`src/rtl/shift_pkg.sv`:
```
// Shared definitions for the universal shift register datapath.
//   - Operation codes carried on the 3-bit mode bus.
//   - FSM state type used by the top-level controller.
//   - Helper that classifies a mode code as a single-bit shift/rotate.
package shift_pkg;

  localparam int MODE_W = 3;

  localparam logic [MODE_W-1:0] HOLD = 3'd0;
  localparam logic [MODE_W-1:0] LOAD = 3'd1;
  localparam logic [MODE_W-1:0] SHL  = 3'd2;
  localparam logic [MODE_W-1:0] SHR  = 3'd3;
  localparam logic [MODE_W-1:0] ROL  = 3'd4;
  localparam logic [MODE_W-1:0] ROR  = 3'd5;
  localparam logic [MODE_W-1:0] ASR  = 3'd6;

  typedef enum logic {
    IDLE  = 1'b0,
    SHIFT = 1'b1
  } state_t;

  // True for the codes that move bits; HOLD, LOAD and reserved codes are not shifts.
  function automatic logic is_shift_mode(input logic [MODE_W-1:0] mode);
    return (mode == SHL) || (mode == SHR) || (mode == ROL) ||
           (mode == ROR) || (mode == ASR);
  endfunction

endpackage

```
`src/rtl/shift_step.sv`:
```
// One-step shift/rotate network (purely combinational).
// Ports:
//   mode     : latched operation code
//   q        : current register contents
//   sin      : serial fill bit for SHL/SHR
//   q_nxt    : register contents after one step
//   sout_nxt : bit ejected by that step
// Non-shift codes pass q through unchanged; the caller only uses the
// result while an operation is in progress.
module shift_step
  import shift_pkg::*;
#(
  parameter int WIDTH = 8
) (
  input  logic [MODE_W-1:0] mode,
  input  logic [WIDTH-1:0]  q,
  input  logic              sin,
  output logic [WIDTH-1:0]  q_nxt,
  output logic              sout_nxt
);

  always_comb begin
    // NOTE: default every output first so no path through the case infers a latch.
    q_nxt    = q;
    sout_nxt = 1'b0;
    case (mode)
      SHL: begin
        q_nxt    = {q[WIDTH-2:0], sin};
        sout_nxt = q[WIDTH-1];
      end
      SHR: begin
        q_nxt    = {sin, q[WIDTH-1:1]};
        sout_nxt = q[0];
      end
      ROL: begin
        q_nxt    = {q[WIDTH-2:0], q[WIDTH-1]};
        sout_nxt = q[WIDTH-1];
      end
      ROR: begin
        q_nxt    = {q[0], q[WIDTH-1:1]};
        sout_nxt = q[0];
      end
      ASR: begin
        q_nxt    = {q[WIDTH-1], q[WIDTH-1:1]};
        sout_nxt = q[0];
      end
      default: ;
    endcase
  end

endmodule

```
`src/rtl/param_shift_reg.sv`:
```
// Parametrised universal shift register with a start/busy/done handshake.
// Ports:
//   clk, rst_n : rising-edge clock, asynchronous active-low reset
//   clr        : synchronous clear, aborts any operation, wins over start
//   start      : operation request, honoured only in IDLE
//   mode       : operation code (shift_pkg)
//   amount     : number of single-bit steps (clamped to WIDTH)
//   d          : parallel load data
//   sin        : serial fill bit, sampled every shift cycle
//   q          : register contents
//   sout       : bit ejected by the most recent shift/rotate
//   busy       : high while in SHIFT
//   done       : one-cycle completion pulse
module param_shift_reg
  import shift_pkg::*;
#(
  parameter int               WIDTH     = 8,
  parameter logic [WIDTH-1:0] RESET_VAL = '0,
  parameter int               AMT_W     = $clog2(WIDTH) + 1
) (
  input  logic              clk,
  input  logic              rst_n,
  input  logic              clr,
  input  logic              start,
  input  logic [MODE_W-1:0] mode,
  input  logic [AMT_W-1:0]  amount,
  input  logic [WIDTH-1:0]  d,
  input  logic              sin,
  output logic [WIDTH-1:0]  q,
  output logic              sout,
  output logic              busy,
  output logic              done
);

  state_t            state;
  logic [AMT_W-1:0]  cnt;
  logic [MODE_W-1:0] mode_q;
  logic [WIDTH-1:0]  step_q;
  logic              step_sout;
  logic [AMT_W-1:0]  amt_clamped;

  // Amounts above WIDTH would only repeat work already done by WIDTH steps.
  assign amt_clamped = (amount > AMT_W'(WIDTH)) ? AMT_W'(WIDTH) : amount;

  // busy is a pure decode of the registered state, so it has no extra latency.
  assign busy = (state == SHIFT);

  shift_step #(.WIDTH(WIDTH)) u_step (
    .mode     (mode_q),
    .q        (q),
    .sin      (sin),
    .q_nxt    (step_q),
    .sout_nxt (step_sout)
  );

  // NOTE: sequential state uses non-blocking assignments so every register
  // samples the pre-edge values of its peers.
  always_ff @(posedge clk or negedge rst_n) begin
    if (!rst_n) begin
      // NOTE: every control register is reset, including the latched mode
      // and count, so an aborted operation leaves nothing behind.
      state  <= IDLE;
      q      <= RESET_VAL;
      sout   <= 1'b0;
      done   <= 1'b0;
      cnt    <= '0;
      mode_q <= HOLD;
    end else if (clr) begin
      state  <= IDLE;
      q      <= RESET_VAL;
      sout   <= 1'b0;
      done   <= 1'b0;
      cnt    <= '0;
      mode_q <= HOLD;
    end else begin
      done <= 1'b0;
      case (state)
        IDLE: begin
          if (start) begin
            if (mode == LOAD) begin
              q    <= d;
              done <= 1'b1;
            end else if (is_shift_mode(mode) && (amount != '0)) begin
              mode_q <= mode;
              cnt    <= amt_clamped;
              state  <= SHIFT;
            end else begin
              // HOLD, reserved codes and zero-length shifts complete at once.
              done <= 1'b1;
            end
          end
        end
        SHIFT: begin
          q    <= step_q;
          sout <= step_sout;
          cnt  <= cnt - AMT_W'(1);
          if (cnt == AMT_W'(1)) begin
            state <= IDLE;
            done  <= 1'b1;
          end
        end
        default: state <= IDLE;
      endcase
    end
  end

endmodule

```
`config.mk`:
```
export PLATFORM = sky130hd
export DESIGN_NAME = param_shift_reg
export DESIGN_NICKNAME = d
export VERILOG_FILES = /design/src/rtl/shift_pkg.sv /design/src/rtl/shift_step.sv /design/src/rtl/param_shift_reg.sv
export SDC_FILE = /design/constraint.sdc
export NUM_CORES = 1
export LEC_CHECK = 0
export ABC_AREA = 0
export CAP_MARGIN = 0
export CORE_ASPECT_RATIO = 0.75
export CORE_UTILIZATION = 30
export CTS_CLUSTER_DIAMETER = 80
export CTS_CLUSTER_SIZE = 12
export DETAILED_ROUTE_END_ITERATION = 8
export PLACE_DENSITY = 0.49
export SLEW_MARGIN = 0
export SYNTH_ARGS = -nofsm -noshare
export SYNTH_HDL_FRONTEND = slang
export SYNTH_HIERARCHICAL = 1
export SYNTH_SLANG_ARGS = --single-unit
```
`constraint.sdc`:
```
create_clock -name clk -period 5.1 [get_ports clk]
set_clock_uncertainty 0.15 [all_clocks]
set_input_delay 0.765 -clock clk [delete_from_list [all_inputs] [get_ports clk]]
set_output_delay 0.765 -clock clk [all_outputs]
set_load 0.05 [all_outputs]
```
==> flow_summary.yaml, run 1 <==
clock_network:
  insertion_delay_ns: 0.25
  post_cts_buffers: 0
  holdBufCountCts: 0
  tritoncts: "done"
  htree_levels: 1
  cts_made_buffers: 3
  clockRootBuffer: "clkbuf_8"
  clk_path_buf_depth: 2
  clkSinkCount: 18
  cts.clk_slew.worst_paths_ns: 0.07
  post_cts_resize_count: 0
pwr:
  p_total_w: 0.000474
  p_leak_nw: 0.680
  vdd_ir_drop_max_v: 0.000124
  powerDensity_nw_per_um2: 263
worst_hold_path:
  min_to: "cnt[0]"
  worstHoldStart: "cnt[0]"
  hp-class: "reg2reg"
  min_path_cells: 1
logic_synthesis:
  yosysUniqueCellTypes: 47
  synthMuxAreaShare_pct: 22.1
  syn_avg_cell_area_um2: 9.92
  syn_nets: 168
  synthXorXnorAreaFrac_pct: 1.73
  synth_top_family_by_area: "multiplexers"
  synth_cells: 146
  synth-warning-count: 6
  synthFlopType: "dfrtp_1"
  synth_edf_count: 0
  yosys_register_bits: 18
  ys_seq_area_share_pct: 31.1
  yosys-top-cells-area: "dfrtp_1 31%, mux2i_1 14%, mux2_4 8.3%"
  synthSimpleGateAreaFrac_pct: 18.6
  netlist_area_um2: 1450
  synth_area_leader_cell: "dfrtp_1"
  synthAdderAreaFrac_pct: 1.73
  yosys.area.top_type_share_pct: 31.1
  synth-async-reset-ratio_pct: 100
  synth_compound_area_share_pct: 18.1
die:
  io_pins: 31
  fp.dieH_um: 62.2
  dieArea_um2: 5110
  initial_utilization_pct: 31.8
  fp.coreArea_um2: 4550
  die_w_um: 82.2
  rows: 21
status:
  status: "completed"
sta:
  slew_headroom_pct: 37.1
  fmax_ghz: 0.323
  tightest_slew_ns: 0.944
  setup_tns_ns: 0
  setup_viol: 0
  finalHoldViolCount: 0
  maxSlewViolCount: 0
  rsz0062_at_grt: "no"
  fin_crit_sh_pct: 60.6
  min_period_ns: 3.09
placement:
  hpwl_mm: 2.79
  placed_cell_area_um2: 1750
  place_inst: 224
  port_buffers: 30
  place_congestion: 0.781
cells_and_area:
  final_cells: 228
  design_area_um2: 1800
  final_cell_mix: "30 x clkdlybuf4s50_1, 20 x mux2i_1, 18 x dfrtp_1, 16 x nor2_1, 12 x nand2_1"
  fillCellCount: 452
  num_antenna_cells: 0
  drive_above_1_share_pct: 11.7
  final_common_cell: "clkdlybuf4s50_1"
  area_growth_pct: 24.6
  nets: 194
grt:
  antenna_found_initial: 0
  gr-total-overflow: 0
  grt_pass1_wl_mm: 5.93
  grt_pass1_vias: 1135
  grt_max_degree: 22
  grt_usage_pct: 15.0
route:
  drt-vias-per-instance: 5.43
  firstDrtPassIters: 4
  antenna_left: 0
  wl_per_cell_um: 16.0
  post-route-drc-count: 0
  route.vias.total: 1238
  routed_wl_mm: 3.66
  drt-initial-drc-count: 88
critical_path:
  cp_top_family: "flip-flops"
  crit_path_max_incr_delay_ns: 0.96
  path_buf_inv: 1
  path_max_fanout: 21
  crit_chain: "clkdlybuf4s50_1"
  reg2regPathDepth: 2
  r2r_slack_ns: 2.91
  critPathSlowestCell: "dfrtp_1"
  worstReg2RegStart: "busy"
  crit_path_start_kind: "flop"
  setup.worst_path.class: "reg2out"
  critPathCaptureType: "output port"
  r2r-end: "q[5]"
  cp.arrival_ns: 2.18
  required_ns: 4.18
run:
  drv_cap: 0
==> registers in the layout (all words and copies together), names as in the netlist <==
signal  count
mode_q      3
busy        1
done        1
q           8
cnt         4
sout        1
==> where the power goes <==
| group | internal [W] | switching [W] | total, W |
|---|---|---|---|
| clock network | 0.0000685 | 0.0000466 | 0.000115 |
| logic | 0.0000807 | 0.0000869 | 0.000168 |
| registers | 0.000157 | 0.0000342 | 0.000191 |
| total | 0.000306 | 0.000168 | 0.000474 |
==> cell usage after synthesis, types with 2 or more instances <==
| cell | instances |
|---|---|
| a21oi_1 | 3 |
| nor2_1 | 16 |
| buf_6 | 3 |
| o211ai_1 | 3 |
| mux2i_1 | 20 |
| mux2_4 | 8 |
| nand3_1 | 3 |
| nand2b_1 | 2 |
| ha_1 | 2 |
| nor4_4 | 2 |
| nor2b_1 | 2 |
| a221o_1 | 5 |
| inv_1 | 5 |
| o21ai_0 | 2 |
| buf_4 | 3 |
| a311o_1 | 2 |
| buf_2 | 2 |
| o2111ai_1 | 2 |
| o31ai_1 | 2 |
| nand2_1 | 12 |
| nor3b_1 | 2 |
| o311ai_0 | 2 |
| dfrtp_1 | 18 |
| a31oi_1 | 2 |
==> cell type report <==
cell class                      count  area, um2  area share [%]
Tap cell                           57       71.3            3.95
Multi-Input combinational cell    112        901            49.9
Inverter                            7       26.3            1.46
Clock buffer                        4       55.1            3.05
Timing Repair Buffer               30        300            16.6
Sequential cell                    18        450            25.0
==> worst reg2reg max path, stage by stage (launching register included) <==
cell and delay (ns):
dfrtp_1 0.96, a311o_1 0.62, mux2_4 0.35
==> routing by layer <==
layer,routed length [um],share of wire (%),vias up,track usage (%)
li1,-,-,601,-
met1,1990,54,612,23.6
met2,1520,41,23,20.8
met3,139,3.8,2,3.38
met4,15,0.41,0,1.97
met5,0,0,-,0
==> per-stage QoR <==
stage	util, %	worst slack, ns	hold slack (ns)
6_report	39.7	2.01	0.405
3_5_place_dp	38.5	2.27	0.376
2_1_floorplan	-	3.22	0.319
5_1_grt	39.7	1.93	0.435
3_3_place_gp	38.5	2.27	0.402
4_1_cts	39.7	2.01	0.408
==> worst max-delay path by stage <==
stage               startpoint    to  slack, ns  cells past startpoint
finish                    busy  busy       2.01                      1
detailed placement        busy  busy       2.27                      1
global route              busy  busy       1.93                      1
CTS                       busy  busy       2.01                      1
global placement          busy  busy       2.27                      1
floorplan                 busy  q[3]       3.22                      5
==> cells by family after synthesis <==
family | count (synthesis)
xor gates and xnor gates | 2
muxes | 28
and+or+nand+nor | 47
DFF | 18
adders and majority gates | 2
buffers and inverters | 16
AOI/OAI and AO/OA | 33
No activity file was read; power rests on OpenSTA's default activity.
==> inputs of run 2 (changes only) <==
--- a/config.mk
+++ b/config.mk
@@ -12,7 +12,7 @@
 export CTS_CLUSTER_DIAMETER = 80
 export CTS_CLUSTER_SIZE = 12
 export DETAILED_ROUTE_END_ITERATION = 8
-export PLACE_DENSITY = 0.49
+export PLACE_DENSITY = 0.51
 export SLEW_MARGIN = 0
 export SYNTH_ARGS = -nofsm -noshare
 export SYNTH_HDL_FRONTEND = slang
==> constraint.sdc (replaced) <==
create_clock -name clk -period 2.6 [get_ports clk]
set_clock_uncertainty 0.15 [all_clocks]
set_input_delay 0.39 -clock clk [delete_from_list [all_inputs] [get_ports clk]]
set_output_delay 0.39 -clock clk [all_outputs]
set_load 0.05 [all_outputs]
==> run 2 against run 1 <==
Register-to-register slack got worse by 2.5 ns. Total power up 98%. Critical path depth unchanged. Highest routed layer unchanged.
==> flow_summary.yaml, run 2 (synthesis gave the netlist of run 1 again) <==
die:
  rows: 21
  initial_utilization_pct: 31.8
  fp.coreArea_um2: 4550
  die_w_um: 82.2
  dieArea_um2: 5110
  fp.dieH_um: 62.2
  io_pins: 31
route:
  drt-initial-drc-count: 88
  post-route-drc-count: 0
  antenna_left: 0
  drt-vias-per-instance: 5.43
  routed_wl_mm: 3.67
  route.vias.total: 1260
  firstDrtPassIters: 4
  wl_per_cell_um: 15.8
clock_network:
  insertion_delay_ns: 0.25
  htree_levels: 1
  post_cts_resize_count: 0
  cts.clk_slew.worst_paths_ns: 0.07
  clockRootBuffer: "clkbuf_8"
  clk_path_buf_depth: 2
  post_cts_buffers: 0
  holdBufCountCts: 0
  cts_made_buffers: 3
  clkSinkCount: 18
  tritoncts: "done"
sta:
  maxSlewViolCount: 0
  tightest_slew_ns: 0.700
  rsz0062_at_grt: "no"
  slew_headroom_pct: 53.3
  setup_viol: 0
  min_period_ns: 2.16
  fmax_ghz: 0.463
  setup_tns_ns: 0
  fin_crit_sh_pct: 83.1
  finalHoldViolCount: 0
critical_path:
  reg2regPathDepth: 6
  worstReg2RegStart: "mode_q[2]"
  crit_path_start_kind: "flop"
  crit_path_max_incr_delay_ns: 0.86
  cp.arrival_ns: 1.62
  r2r_slack_ns: 0.44
  r2r-end: "q[5]"
  path_buf_inv: 1
  setup.worst_path.class: "reg2out"
  cp_top_family: "buffers and inverters"
  crit_chain: "clkdlybuf4s50_1"
  critPathCaptureType: "output port"
  path_max_fanout: 7
  required_ns: 2.06
  critPathSlowestCell: "clkdlybuf4s50_1"
cells_and_area:
  nets: 198
  largest_registers: "q (8), cnt (4), mode_q (3)"
  largest-register: "q"
  fillCellCount: 464
  num_antenna_cells: 0
  area_growth_pct: 26.5
  largest_register_ffs: 8
  final_common_cell: "clkdlybuf4s50_1"
  drive_above_1_share_pct: 14.3
  final_cell_mix: "29 x clkdlybuf4s50_1, 20 x mux2i_1, 18 x dfrtp_1, 16 x nor2_1, 12 x nand2_1"
grt:
  antenna_found_initial: 0
  grtUsageMet1_pct: 24.3
  grt_pass1_vias: 1200
  grt_usage_pct: 15.8
  grt_use_met2_pct: 22.6
  grt_use_met3_pct: 3.09
  gr-total-overflow: 0
  grt_max_degree: 19
  top_usage_layer: "met1"
  grt_pass1_wl_mm: 6.23
pwr:
  p_leak_nw: 0.701
  combinationalPowerShare_pct: 36.8
  vdd_ir_drop_max_v: 0.000248
  clkPwrFrac_pct: 24.5
  sw_frac_of_total_pct: 35.5
  p_sw_w: 0.000333
  pwr-share-seq_pct: 38.7
  internal-power_w: 0.000604
  powerDensity_nw_per_um2: 512
  p_total_w: 0.000937
run:
  drv_cap: 0
placement:
  place_congestion: 0.763
  port_buffers: 30
  hpwl_mm: 2.86
status:
  status: "completed"
worst_hold_path:
  hp-class: "in2async"
[run 2: per-stage QoR]
step | cells | hold slack (ns) | worst slack (ns) | cell area [um2] | utilization [%]
4_1_cts | 232 | 0.322 | 0.425 | 1830 | 40.3
2_1_floorplan | 146 | -0.0556 | 0.721 | 1450 | -
3_5_place_dp | 228 | 0.377 | 0.356 | 1780 | 39.1
3_3_place_gp | 228 | 0.364 | 0.394 | 1780 | 39.1
6_report | 232 | 0.316 | 0.439 | 1830 | 40.3
5_1_grt | 232 | 0.328 | 0.305 | 1830 | 40.3
[run 2: final cells by class]
type,instances,area (um2),share of cell area [%]
Sequential cell,18,450,24.6
Timing Repair Buffer,34,328,17.9
Tap cell,57,71.3,3.89
Clock buffer,4,55.1,3.01
Inverter,7,26.3,1.43
Multi-Input combinational cell,112,901,49.2
[run 2: per-layer routing]
metal	wire (um)	part of all wire, %	vias up
li1	-	-	606
met1	1790	49	617
met2	1670	45	35
met3	199	5.4	2
met4	12	0.33	0
met5	0	0	-
[run 2: power groups by stage]
stage	registers, W	clock network (W)	logic, W
finish	0.000363	0.000230	0.000345
floorplan	0.000409	0	0.000186
detailed placement	0.000369	0	0.000347
global route	0.000370	0.000256	0.000371
global placement	0.000367	0	0.000342
CTS	0.000363	0.000241	0.000347
[run 2: how the worst max path moves through the flow]
| stage | to | startpoint | depth (start not counted) |
|---|---|---|---|
| 3_5_place_dp | q[4] | mode[1] | 4 |
| 6_report | q[7] | q[7] | 1 |
| 4_1_cts | q[5] | mode_q[0] | 6 |
| 5_1_grt | q[5] | mode_q[0] | 6 |
| 2_1_floorplan | q[3] | busy | 5 |
| 3_3_place_gp | q[5] | mode[1] | 4 |
==> inputs of run 3 (changes only) <==
--- a/config.mk
+++ b/config.mk
@@ -12,7 +12,7 @@
 export CTS_CLUSTER_DIAMETER = 80
 export CTS_CLUSTER_SIZE = 12
 export DETAILED_ROUTE_END_ITERATION = 8
-export PLACE_DENSITY = 0.51
+export PLACE_DENSITY = 0.49
 export SLEW_MARGIN = 0
 export SYNTH_ARGS = -nofsm -noshare
 export SYNTH_HDL_FRONTEND = slang
==> constraint.sdc (replaced) <==
create_clock -name clk -period 2.2 [get_ports clk]
set_clock_uncertainty 0.15 [all_clocks]
set_input_delay 0.33 -clock clk [delete_from_list [all_inputs] [get_ports clk]]
set_output_delay 0.33 -clock clk [all_outputs]
set_load 0.05 [all_outputs]
==> run 3 against run 2 <==
Via count grew 3.3%. Highest routed layer unchanged. Sequential share of layout area fell by 0.70 points. Worst setup slack worse by 0.34 ns. Critical path depth is the same. Clock power increased by 19%. Global-route usage rose by 0.89 points. Largest cell class unchanged. Non-clock buffer count up 6. Die area is the same.
==> flow_summary.yaml, run 3 (synthesis gave the netlist of run 1 again) <==
placement:
  place_congestion: 0.791
  port_buffers: 30
  hpwl_mm: 3.02
  place_inst: 234
  placed_cell_area_um2: 1830
die:
  die_w_um: 82.2
  initial_utilization_pct: 31.8
  fp.coreArea_um2: 4550
  fp.dieH_um: 62.2
  io_pins: 31
  rows: 21
  dieArea_um2: 5110
critical_path:
  r2r-end: "q[3]"
  critPathCaptureType: "output port"
  r2r_slack_ns: 0.17
  reg2regPathDepth: 6
  worstReg2RegStart: "mode_q[2]"
  crit_path_start: "q[1]"
  critPathSlowestCell: "clkdlybuf4s50_1"
  path_max_fanout: 7
  crit_path_max_incr_delay_ns: 0.86
  cp.arrival_ns: 1.62
  setup.worst_path.class: "reg2out"
  crit_path_start_kind: "flop"
  cp_top_family: "buffers and inverters"
  crit_chain: "clkdlybuf4s50_1"
  path_buf_inv: 1
  required_ns: 1.72
cells_and_area:
  final_cells: 238
  drive_above_1_share_pct: 17.7
  area_growth_pct: 30.6
  largest-register: "q"
  largest_register_ffs: 8
  num_antenna_cells: 0
  largest_registers: "q (8), cnt (4), mode_q (3)"
  design_area_um2: 1890
  nets: 204
  fillCellCount: 441
  final_cell_mix: "29 x clkdlybuf4s50_1, 20 x mux2i_1, 17 x dfrtp_1, 16 x nor2_1, 12 x nand2_1"
  final_common_cell: "clkdlybuf4s50_1"
clock_network:
  clk_path_buf_depth: 2
  clkSinkCount: 18
  clockRootBuffer: "clkbuf_8"
  tritoncts: "done"
  cts_made_buffers: 3
  insertion_delay_ns: 0.26
  holdBufCountCts: 0
  cts.clk_slew.worst_paths_ns: 0.07
  htree_levels: 1
route:
  firstDrtPassIters: 4
  antenna_left: 0
  routed_wl_mm: 3.89
  drt-vias-per-instance: 5.47
  drt-initial-drc-count: 96
  post-route-drc-count: 0
  wl_per_cell_um: 16.3
  route.vias.total: 1302
status:
  status: "completed"
sta:
  setup_tns_ns: 0
  holdWs_ns: 0.248
  setup_viol: 0
  fin_crit_sh_pct: 95.3
  slew_headroom_pct: 61.4
  fmax_ghz: 0.477
  min_period_ns: 2.10
  rsz0062_at_grt: "no"
  maxSlewViolCount: 0
  tightest_slew_ns: 0.578
  finalHoldViolCount: 0
grt:
  grt_max_degree: 19
  gr-total-overflow: 0
  grt_pass1_wl_mm: 6.44
  grt_usage_pct: 16.7
  grt_pass1_vias: 1233
  antenna_found_initial: 0
pwr:
  vdd_ir_drop_max_v: 0.000262
  powerDensity_nw_per_um2: 598
  p_leak_nw: 0.734
worst_hold_path:
  hp-class: "in2async"
run:
  drv_cap: 0
## run 3: worst reg2reg max path, cell delays in order (launching register included)
cell	delay (ns)
dfrtp_1	0.47
xnor2_2	0.46
nor2_1	0.10
a221o_1	0.27
mux2i_1	0.16
nor2_1	0.06
mux2_4	0.25
## run 3: per-layer routing
| metal | track usage (%) | share of wire (%) | wire length (um) |
|---|---|---|---|
| met2 | 22.7 | 42 | 1630 |
| met5 | 0 | 0 | 0 |
| met4 | 2.63 | 0.59 | 23 |
| met1 | 26.2 | 52 | 2020 |
| met3 | 4.41 | 5.7 | 221 |
## run 3: cell type report
cell class              instances  area (um2)  area share, %
multi-input cells             112         901           47.7
flip-flops and latches         18         452           23.9
repair buffers                 40         385           20.4
well taps                      57        71.3           3.77
clock buffers                   4        55.1           2.91
inverters                       7        26.3           1.39
## run 3: per-stage QoR
step / worst slack, ns / total power, W / util (%)
finish: 0.103 / 0.00113 / 41.6
global route: 0.0488 / 0.00119 / 41.6
CTS: 0.105 / 0.00114 / 41.6
detailed placement: 0.0772 / 0.000863 / 40.4
global placement: 0.146 / 0.000859 / 40.4
floorplan: 0.321 / 0.000704 / -
## run 3: repair_timing
| item | 4_1_cts | 5_1_grt |
|---|---|---|
| endpoints found under the setup margin | 0 | 1 |
| gates resized for setup | 0 | 1 |
| setup buffers | 0 | 0 |
## run 3: worst max path at each step
stage	end	slack, ns	depth (start not counted)
floorplan	q[3]	0.32	5
global placement	q[6]	0.15	4
detailed placement	q[1]	0.08	4
CTS	q[1]	0.10	1
global route	q[1]	0.05	1
finish	q[1]	0.10	1
## run 3: where the power goes
group / total (W) / internal (W) / switching (W) / leakage, nW
clock network: 0.000274 / 0.000159 / 0.000115 / 0.0288
logic: 0.000432 / 0.000204 / 0.000228 / 0.468
registers: 0.000425 / 0.000364 / 0.0000608 / 0.237
==> RTL edit, RTL diff (config.mk and constraints of run 1) <==
`WIDTH` is set to 8 in 2 places; all go to 16.
--- a/src/rtl/shift_step.sv
+++ b/src/rtl/shift_step.sv
@@ -11,5 +11,5 @@
   import shift_pkg::*;
 #(
-  parameter int WIDTH = 8
+  parameter int WIDTH = 16
 ) (
   input  logic [MODE_W-1:0] mode,
--- a/src/rtl/param_shift_reg.sv
+++ b/src/rtl/param_shift_reg.sv
@@ -15,5 +15,5 @@
   import shift_pkg::*;
 #(
-  parameter int               WIDTH     = 8,
+  parameter int               WIDTH     = 16,
   parameter logic [WIDTH-1:0] RESET_VAL = '0,
   parameter int               AMT_W     = $clog2(WIDTH) + 1
Ports: changed (resized amount, d and q); port bits go from 31 to 48. No check against the original RTL was run, so the function may have changed too.
==> RTL edit against run 1 <==
  * The run now ends with design-rule violations left
  * Area after synthesis grew 45%
  * Power rose by 41%
  * Clock power up 10%
  * Sequential share of layout area grew 0.83 points
  * Wire length is 53% higher
  * Via count is 44% higher
  * Design area rose by 45%
  * Sequential cell count up 9
  * Die area increased by 43%
  * Count of clock-buffer cells in the layout unchanged
  * Cell count grew 48%
  * Worst setup slack improved by 0.52 ns
  * Global-route usage rose by 1.9 points
  * Worst hold slack better by 0.015 ns
  * Highest routed layer unchanged
==> RTL edit: results (changes against run 1) <==
stage,metric,value,unit,change
outcome,status,"finished, violations left",,"was complete, no violations"
outcome,violations,design-rule violations,,
logic_synthesis,ys_seq_area_frac,0.322,,was 0.311
route,wl,5.61,mm,was 3.66 mm
worst_setup_path,cpLargestDelayFamily,buffers and inverters,,was flip-flops
placement,placed_cell_area,2570,um2,was 1750 um2
logic_synthesis,synth_common_cells,"32 x mux2i_1, 27 x dfrtp_1, 20 x nand2_1, 17 x o31ai_1, 16 x nor2_1",,"was 20 x mux2i_1, 18 x dfrtp_1, 16 x nor2_1, 12 x nand2_1, 8 x mux2_4"
route,first_pass_iters,8,,was 4
logic_synthesis,synth_area_leaders,"dfrtp_1 32%, mux2i_1 15%, o31ai_1 6.1%, a221o_1 5.3%, nand2_1 3.6%",,"was dfrtp_1 31%, mux2i_1 14%, mux2_4 8.3%, nor2_1 4.1%, a221o_1 3.5%"
final_layout,fin_nets,289,,was 194
cts,clkSlewWorstSetupHoldPaths,0.10,ns,was 0.07 ns
grt,grt_pass1_vias,1740,,was 1135
route,drt_iter0_drc,125,,was 88
final_layout,largest_registers,"q x16, cnt x5, mode_q x3",,"was q x8, cnt x4, mode_q x3"
pwr,vdd_drop_max,0.101,mV,was 0.124 mV
sta,max_slew.worst_pin.slew,0.588,ns,was 0.944 ns
worst_setup_path,cp_max_fo,8,,was 21
placement,place_hpwl,3.89,mm,was 2.79 mm
logic_synthesis,synth_nets,252,,was 168
route,drc,1,,was 0
grt,grt_pass1_wl,9.48,mm,was 5.93 mm
grt,grt_use_total,0.169,,was 0.150
worst_setup_path,slowest_delay,0.86,ns,was 0.96 ns
pwr,power_leakage,0.988,nW,was 0.680 nW
worst_setup_path,rr_startpoint,mode_q[0]$_DFFE_PN0P_,,was busy$_DFF_PN0_
final_layout,drive_gt1_frac,0.0895,,was 0.117
placement,numPortBuffers,47,,was 30
worst_setup_path,arrival,1.66,ns,was 2.18 ns
grt,grt_max_degree,35,,was 22
route,viasPerCell,5.28,,was 5.43
worst_hold_path,hp-start,sout$_DFFE_PN0P_,,was cnt[0]$_DFFE_PN0P_
[RTL edit: per-stage QoR]
stage                     instances  setup WS [ns]
after floorplan                 221           3.20
after global placement          334           2.61
after detailed placement        334           2.59
after CTS                       338           2.49
after global routing            338           2.46
final                           338           2.52
[RTL edit: cell type report]
| cell class | count | area, um2 |
|---|---|---|
| repair buffers | 52 | 508 |
| inverters | 6 | 22.5 |
| multi-input cells | 168 | 1270 |
| clock buffers | 4 | 45.0 |
| well taps | 81 | 101 |
| flip-flops and latches | 27 | 676 |
| fillers | 658 | 3920 |
[RTL edit: power by group through the flow]
stage,registers [W],logic [W],clock network [W]
after floorplan,0.000321,0.000138,0
after global placement,0.000281,0.000268,0
after detailed placement,0.000281,0.000267,0
after CTS,0.000277,0.000268,0.000136
after global routing,0.000283,0.000290,0.000143
final,0.000276,0.000265,0.000127
[RTL edit: tightest hold or removal path, delay by kind of cell (launching register included)]
kind             cells  cell delay, ns
flip-flops           1            0.37
multiplexers         1            0.07
AND/OR/NAND/NOR      1            0.09
[RTL edit: final timing paths]
path,depth (start not counted),slack (ns),end
worst max-delay path,1,2.52,q[0]
worst min-delay path,2,0.42,sout$_DFFE_PN0P_
worst max register to register,6,2.68,q[0]$_DFFE_PN0P_
worst min register to register,2,0.42,sout$_DFFE_PN0P_
max in group asynchronous,2,3.83,q[9]$_DFFE_PN0P_
min in group asynchronous,2,0.71,q[3]$_DFFE_PN0P_
[RTL edit: logic make-up (layout without fill, tap and decap cells)]
group,Yosys count,count (layout),synth area share
multiplexers,37,37,0.180
AND/OR/NAND/NOR,58,58,0.137
flip-flops,27,27,0.322
XOR/XNOR,4,4,0.0257
adder cells (fa/ha/maj),2,2,0.0119
AO/OA/AOI/OAI,67,67,0.249
buffers and inverters,26,62,0.0740
[RTL edit: routing by layer]
metal,GRT usage,wire length (um)
met1,0.263,3060
met3,0.0273,203
met2,0.240,2300
met5,0,0
met4,0.0398,50
